==> config.mk <==
export PLATFORM = sky130hd
export DESIGN_NAME = led_seq_scheduler
export DESIGN_NICKNAME = d
export VERILOG_FILES = /design/src/rtl/led_seq_pkg.sv /design/src/rtl/led_seq_scheduler_prescaler.sv /design/src/rtl/led_seq_scheduler.sv
export SDC_FILE = /design/constraint.sdc
export NUM_CORES = 1
export LEC_CHECK = 0
export ABC_AREA = 1
export BUFFER_PORTS_ARGS = -buffer_cell sky130_fd_sc_hd__buf_2
export CAP_MARGIN = 20
export CORE_MARGIN = 2
export CORE_UTILIZATION = 64
export CTS_BUF_LIST = sky130_fd_sc_hd__clkbuf_4 sky130_fd_sc_hd__clkbuf_8 sky130_fd_sc_hd__clkbuf_16
export CTS_CLUSTER_SIZE = 16
export DETAILED_ROUTE_END_ITERATION = 8
export PLACE_DENSITY = 0.91
export REMOVE_ABC_BUFFERS = 1
export SETUP_SLACK_MARGIN = 0.15
export SYNTH_ARGS = -nofsm -noshare
export SYNTH_HDL_FRONTEND = slang
export SYNTH_SLANG_ARGS = --single-unit
==> constraint.sdc <==
create_clock -name clk -period 4 [get_ports clk]
set_clock_uncertainty 0.05 [all_clocks]
set_input_delay 0.6 -clock clk [delete_from_list [all_inputs] [get_ports clk]]
set_output_delay 0.6 -clock clk [all_outputs]
set_load 0.02 [all_outputs]
==> src/rtl/led_seq_pkg.sv <==
// Shared definitions for the LED sequence scheduler.
// Holds the mode encodings, the ring geometry and the function that turns
// (mode, step index) into a ring pattern.
package led_seq_pkg;

  localparam int RING_W    = 4;
  localparam int FILL_LAST = 4;

  typedef enum logic [1:0] {
    MODE_ROTATE = 2'd0,
    MODE_BOUNCE = 2'd1,
    MODE_BLINK  = 2'd2,
    MODE_FILL   = 2'd3
  } mode_e;

  // ROTATE and BOUNCE share the one-hot map; BOUNCE differs only in how idx moves.
  function automatic logic [RING_W-1:0] pattern_of(mode_e m, logic [2:0] idx);
    logic [RING_W:0] fill;
    fill       = '0;
    pattern_of = '0;
    case (m)
      MODE_ROTATE,
      MODE_BOUNCE: pattern_of = RING_W'(1) << idx[1:0];
      MODE_BLINK:  pattern_of = idx[0] ? '0 : '1;
      MODE_FILL: begin
        // one extra bit so idx=4 yields 1_0000 - 1 = 0_1111
        fill       = ((RING_W+1)'(1) << idx) - (RING_W+1)'(1);
        pattern_of = fill[RING_W-1:0];
      end
      default:     pattern_of = '0;
    endcase
  endfunction

endpackage

==> src/rtl/led_seq_scheduler_prescaler.sv <==
// Step-rate prescaler.
// Ports: clk, rst_n (async low), pause (holds the count), tick (one-cycle
// pulse in the last count of each step, suppressed while paused).
module led_step_prescaler #(
  parameter int STEP_DIV = 3000000
) (
  input  logic clk,
  input  logic rst_n,
  input  logic pause,
  output logic tick
);

  localparam int            CW   = $clog2(STEP_DIV);
  localparam logic [CW-1:0] LAST = CW'(STEP_DIV - 1);

  logic [CW-1:0] r_cnt;

  assign tick = !pause && (r_cnt == LAST);

  always_ff @(posedge clk or negedge rst_n) begin
    if (!rst_n)      r_cnt <= '0;
    else if (!pause) r_cnt <= tick ? '0 : r_cnt + 1'b1;
  end

endmodule

==> src/rtl/led_seq_scheduler.sv <==
// LED bank pattern controller: four ring LEDs plus a center LED.
// Ports:
//   clk, rst_n      board clock, async active-low reset
//   mode_req[1:0]   requested mode, qualified by mode_req_valid strobe
//   pause           freezes the prescaler and pattern state (PWM keeps running)
//   brightness      ring PWM duty
//   led_ring[3:0]   gated ring pattern, registered
//   led_center      mode request pending, registered
//   mode_cur[1:0]   active mode
//   step_tick       one-cycle pulse on each pattern advance
module led_seq_scheduler
  import led_seq_pkg::*;
#(
  parameter int STEP_DIV = 3000000,
  parameter int PWM_BITS = 4
) (
  input  logic                clk,
  input  logic                rst_n,
  input  logic [1:0]          mode_req,
  input  logic                mode_req_valid,
  input  logic                pause,
  input  logic [PWM_BITS-1:0] brightness,
  output logic [RING_W-1:0]   led_ring,
  output logic                led_center,
  output logic [1:0]          mode_cur,
  output logic                step_tick
);

  logic w_tick;

  led_step_prescaler #(.STEP_DIV(STEP_DIV)) u_presc (
    .clk   (clk),
    .rst_n (rst_n),
    .pause (pause),
    .tick  (w_tick)
  );

  mode_e       r_mode,     w_mode_nxt;
  logic [2:0]  r_idx,      w_idx_nxt;
  logic        r_dir_dn,   w_dir_nxt;
  logic        r_pend_vld, w_pend_vld_nxt;
  mode_e       r_pend_mode, w_pend_mode_nxt;

  always_ff @(posedge clk or negedge rst_n) begin
    if (!rst_n) begin
      r_mode      <= MODE_ROTATE;
      r_idx       <= '0;
      r_dir_dn    <= 1'b0;
      r_pend_vld  <= 1'b0;
      r_pend_mode <= MODE_ROTATE;
    end else begin
      r_mode      <= w_mode_nxt;
      r_idx       <= w_idx_nxt;
      r_dir_dn    <= w_dir_nxt;
      r_pend_vld  <= w_pend_vld_nxt;
      r_pend_mode <= w_pend_mode_nxt;
    end
  end

  always_comb begin
    w_mode_nxt      = r_mode;
    w_idx_nxt       = r_idx;
    w_dir_nxt       = r_dir_dn;
    w_pend_vld_nxt  = r_pend_vld;
    w_pend_mode_nxt = r_pend_mode;

    if (w_tick) begin
      if (r_pend_vld) begin
        // a mode switch consumes the tick instead of advancing the old pattern
        w_mode_nxt     = r_pend_mode;
        w_idx_nxt      = '0;
        w_dir_nxt      = 1'b0;
        w_pend_vld_nxt = 1'b0;
      end else begin
        case (r_mode)
          MODE_ROTATE: w_idx_nxt = {1'b0, r_idx[1:0] + 2'd1};
          MODE_BOUNCE: begin
            if (!r_dir_dn) begin
              if (r_idx == 3'd3) begin
                w_dir_nxt = 1'b1;
                w_idx_nxt = 3'd2;
              end else begin
                w_idx_nxt = r_idx + 3'd1;
              end
            end else begin
              if (r_idx == 3'd0) begin
                w_dir_nxt = 1'b0;
                w_idx_nxt = 3'd1;
              end else begin
                w_idx_nxt = r_idx - 3'd1;
              end
            end
          end
          MODE_BLINK:  w_idx_nxt = {2'b00, ~r_idx[0]};
          MODE_FILL:   w_idx_nxt = (r_idx == 3'(FILL_LAST)) ? 3'd0 : r_idx + 3'd1;
          default:     w_idx_nxt = '0;
        endcase
      end
    end

    // Requests are sampled after the tick decision, so a request landing on a
    // tick only becomes pending and waits for the following tick.
    if (mode_req_valid) begin
      if (mode_req != r_mode) begin
        w_pend_vld_nxt  = 1'b1;
        w_pend_mode_nxt = mode_e'(mode_req);
      end else begin
        w_pend_vld_nxt  = 1'b0;
      end
    end
  end

  // PWM: free-running, never paused; full scale forces the gate fully on.
  logic [PWM_BITS-1:0] r_pwm_cnt;
  logic                w_gate;

  assign w_gate = (&brightness) || (r_pwm_cnt < brightness);

  always_ff @(posedge clk or negedge rst_n) begin
    if (!rst_n) begin
      r_pwm_cnt  <= '0;
      led_ring   <= '0;
      led_center <= 1'b0;
    end else begin
      r_pwm_cnt  <= r_pwm_cnt + 1'b1;
      led_ring   <= pattern_of(r_mode, r_idx) & {RING_W{w_gate}};
      led_center <= r_pend_vld;
    end
  end

  assign mode_cur  = r_mode;
  assign step_tick = w_tick;

endmodule
==> results.sh <==
export IMPL_result_of_the_run="finished, final reports clean"
export IMPL_synth_area_sq_mm=0.00245
export IMPL_initial_core_util_pct=66.8
export IMPL_totalPowerFinal_w=0.000947
export IMPL_cts_sinks=40
export IMPL_yosys_warnings=0
export IMPL_met3_length_microns=326
export IMPL_drtAntennaViolNets=0
export IMPL_cp_data_arrival_time_ns=1.93
export IMPL_fmaxAchievable_mhz=388
export IMPL_core_area_sq_mm=0.00366
export IMPL_cts_root_to_sink_buffers=2
export IMPL_post_cts_buffers=0
export IMPL_finish_net_count=382
export IMPL_std_cell_rows=22
export IMPL_drt_pass1_iterations=6
export IMPL_drt_vias_per_instance=5.46
export IMPL_post_cts_resize_count=0
export IMPL_synth_cell_type_count=26
export IMPL_cpLargestDelayFamily="simple AND/OR/NAND/NOR gates"
export IMPL_regArea_sq_mm=0.00100
export IMPL_dieHeight_microns=65.8
export IMPL_hold_path_class="in -> async"
export IMPL_post_route_setup_tns_ns=0
export IMPL_filler_cell_count=289
export IMPL_slew_limit_headroom_pct=42.3
export IMPL_ir_drop_mv=0.199
export IMPL_critical_path_max_fanout=14
export IMPL_cts_inserted_buffers=5
export IMPL_synth_seq_cells=40
export IMPL_fp_dieW_microns=65.8
export IMPL_layout_commonest_cell="sky130_fd_sc_hd__nand2_1"
export IMPL_cp_cell_sequence="ha_1 > nand3_2 > nor2_4 > nand3_2 > nor2_4 > buf_2"
export IMPL_syn_to_final_growth_pct=8.18
export IMPL_number_of_top_level_pins=18
export IMPL_antenna_cells_inserted=0
export IMPL_cts_hold_buf=0
export IMPL_via_count=2223
export IMPL_synth_seq_area_share_pct=40.9
export IMPL_routed_wl_microns=5000
export IMPL_setup_worst_path_end_class="output port"
export IMPL_port_buffers=17
export IMPL_htree_num_levels=2
export IMPL_cpMaxStageDelayCell="sky130_fd_sc_hd__dfrtp_1"
export IMPL_route_met2_wl_microns=2470
export IMPL_final_hold_violation_count=0
export IMPL_global_route_usage_total_pct=27.6
export IMPL_critical_path_required_time_ns=3.35
export IMPL_via_count_of_the_first_global_routing_pass=2205
export IMPL_power_per_cell_area_mw_per_mm2=358
export IMPL_drv_cap=0
export IMPL_detail_route_wirelength_met1_microns=2080
export IMPL_clk_pin_slew_ns=0.07
export IMPL_average_detailed_routed_wire_length_per_instance_microns=12.3
export IMPL_gr_ovfl_total=0
export IMPL_gp_routability_congestion=0.955
export IMPL_grt_setup_unrepaired="false"
export IMPL_finalMaxSlewViolations=0
export IMPL_hpwl_microns=3730
export IMPL_static_leakage_power_nw=1.45
export IMPL_antenna_found_initial=0
export IMPL_cts_tree="yes"
export IMPL_final_cell_mix="sky130_fd_sc_hd__nand2_1, sky130_fd_sc_hd__inv_1, sky130_fd_sc_hd__nor2_1"
export IMPL_timing_final_crit_share_pct=64.4
export IMPL_multi_input_area_sq_mm=0.00122
export IMPL_critPathKind="reg -> out"
export IMPL_final_layout_size_suffix_gt1_share_pct=9.75
export IMPL_timing_critical_path_buf_inv=1
export IMPL_grt_max_degree=41
export IMPL_syn_inst_count=339
export IMPL_finalSetupViolations=0
export IMPL_worst_slew_pin_slew_ns=0.865
export IMPL_clockRootBuffer="sky130_fd_sc_hd__clkbuf_8"
export IMPL_post_route_min_period_ns=2.58
export IMPL_floorplan_die_area_sq_mm=0.00433
export IMPL_timing_critical_path_from_type="flop"
export IMPL_drt_first_iter_violations=139
export IMPL_wire_length_of_the_first_global_routing_pass_microns=9140
export IMPL_synth_avg_cell_area_sq_um=7.22
export IMPL_top_metal_used="met4"
export IMPL_finalCoreUtilization_pct=72.3
export IMPL_clock_latency_ns=0.29
export IMPL_worst_path_largest_cell_delay_ns=0.38
export IMPL_drc=0
[Yosys cell counts]
master,number,area (sq um)
sky130_fd_sc_hd__o21ai_0,20,100
sky130_fd_sc_hd__buf_2,3,15.0
sky130_fd_sc_hd__nand4_1,5,31.3
sky130_fd_sc_hd__nand2_1,90,338
sky130_fd_sc_hd__buf_6,1,11.3
sky130_fd_sc_hd__dfrtp_1,40,1000
sky130_fd_sc_hd__inv_2,1,3.75
sky130_fd_sc_hd__nand3_2,3,30.0
sky130_fd_sc_hd__a21boi_0,2,15.0
sky130_fd_sc_hd__nand3_1,25,125
sky130_fd_sc_hd__ha_1,13,163
sky130_fd_sc_hd__nand2_2,1,6.26
sky130_fd_sc_hd__o211ai_1,1,7.51
sky130_fd_sc_hd__nor2_4,2,22.5
sky130_fd_sc_hd__nor2_1,49,184
sky130_fd_sc_hd__o21ai_1,1,5.00
sky130_fd_sc_hd__a21oi_1,9,45.0
sky130_fd_sc_hd__or2_2,1,6.26
sky130_fd_sc_hd__nor3_1,7,35.0
sky130_fd_sc_hd__xnor2_1,2,17.5
sky130_fd_sc_hd__xor2_1,6,52.6
sky130_fd_sc_hd__inv_1,50,188
sky130_fd_sc_hd__o21bai_1,2,15.0
sky130_fd_sc_hd__nor2_2,3,18.8
sky130_fd_sc_hd__clkinv_1,1,3.75
sky130_fd_sc_hd__and3_1,1,6.26
[kinds of logic after synthesis]
logic type                 synth area share [%]
buffers and inverters                      9.05
xor gates and xnor gates                   2.86
AOI/OAI and AO/OA                          7.67
adders and majority gates                  6.65
DFF                                        40.9
and+or+nand+nor                            32.8
[state kept, by name, indices dropped and copies added (netlist names)]
signal,flops
mode_cur,2
r_pwm_cnt,4
r_dir_dn,1
led_ring,4
r_idx,3
u_presc.r_cnt,22
led_center,1
r_pend_vld,1
r_pend_mode,2
[stage by stage]
stage / area [sq um] / std cells / hold WS [ns] / worst slack (ns)
after floorplan: 2420 / 335 / 0.254 / 2.14
after global placement: 2560 / 400 / 0.406 / 1.76
after detailed placement: 2560 / 400 / 0.423 / 1.71
after CTS: 2650 / 407 / 0.396 / 1.45
after global routing: 2650 / 407 / 0.438 / 1.28
final: 2650 / 407 / 0.366 / 1.42
[per-layer routing]
layer	vias up	GRT usage, %
li1	1101	-
met3	13	5.45
met5	-	0
met2	94	47.7
met1	1015	33.0
met4	0	12.8
[path summary, 6_finish.rpt]
check	start	end	slack (ns)	depth (start not counted)
min reg2reg	r_pwm_cnt[3]	r_pwm_cnt[3]	0.44	1
max	u_presc.r_cnt[1]	step_tick	1.42	6
max in group asynchronous	rst_n	u_presc.r_cnt[18]	2.99	1
max reg2reg	r_idx[0]	led_ring[2]	2.19	9
min in group clk	r_pwm_cnt[3]	r_pwm_cnt[3]	0.44	1
min	rst_n	r_pwm_cnt[3]	0.37	1
[cell type report]
cell class,instances,area share [%]
timing repair buffer,17,3.22
multi-input combinational,243,46.2
tap,48,2.27
clock buffer,5,2.60
inverter,52,7.38
clock inverter,2,0.473
sequential,40,37.8
[where the power goes]
group          internal, W  total (W)  switching, W  leakage [nW]
logic            0.0000603   0.000181      0.000121         0.931
clock network     0.000118   0.000254      0.000136        0.0400
registers         0.000453   0.000512     0.0000592         0.476
Note: power is estimated with default switching activity, not from simulation.
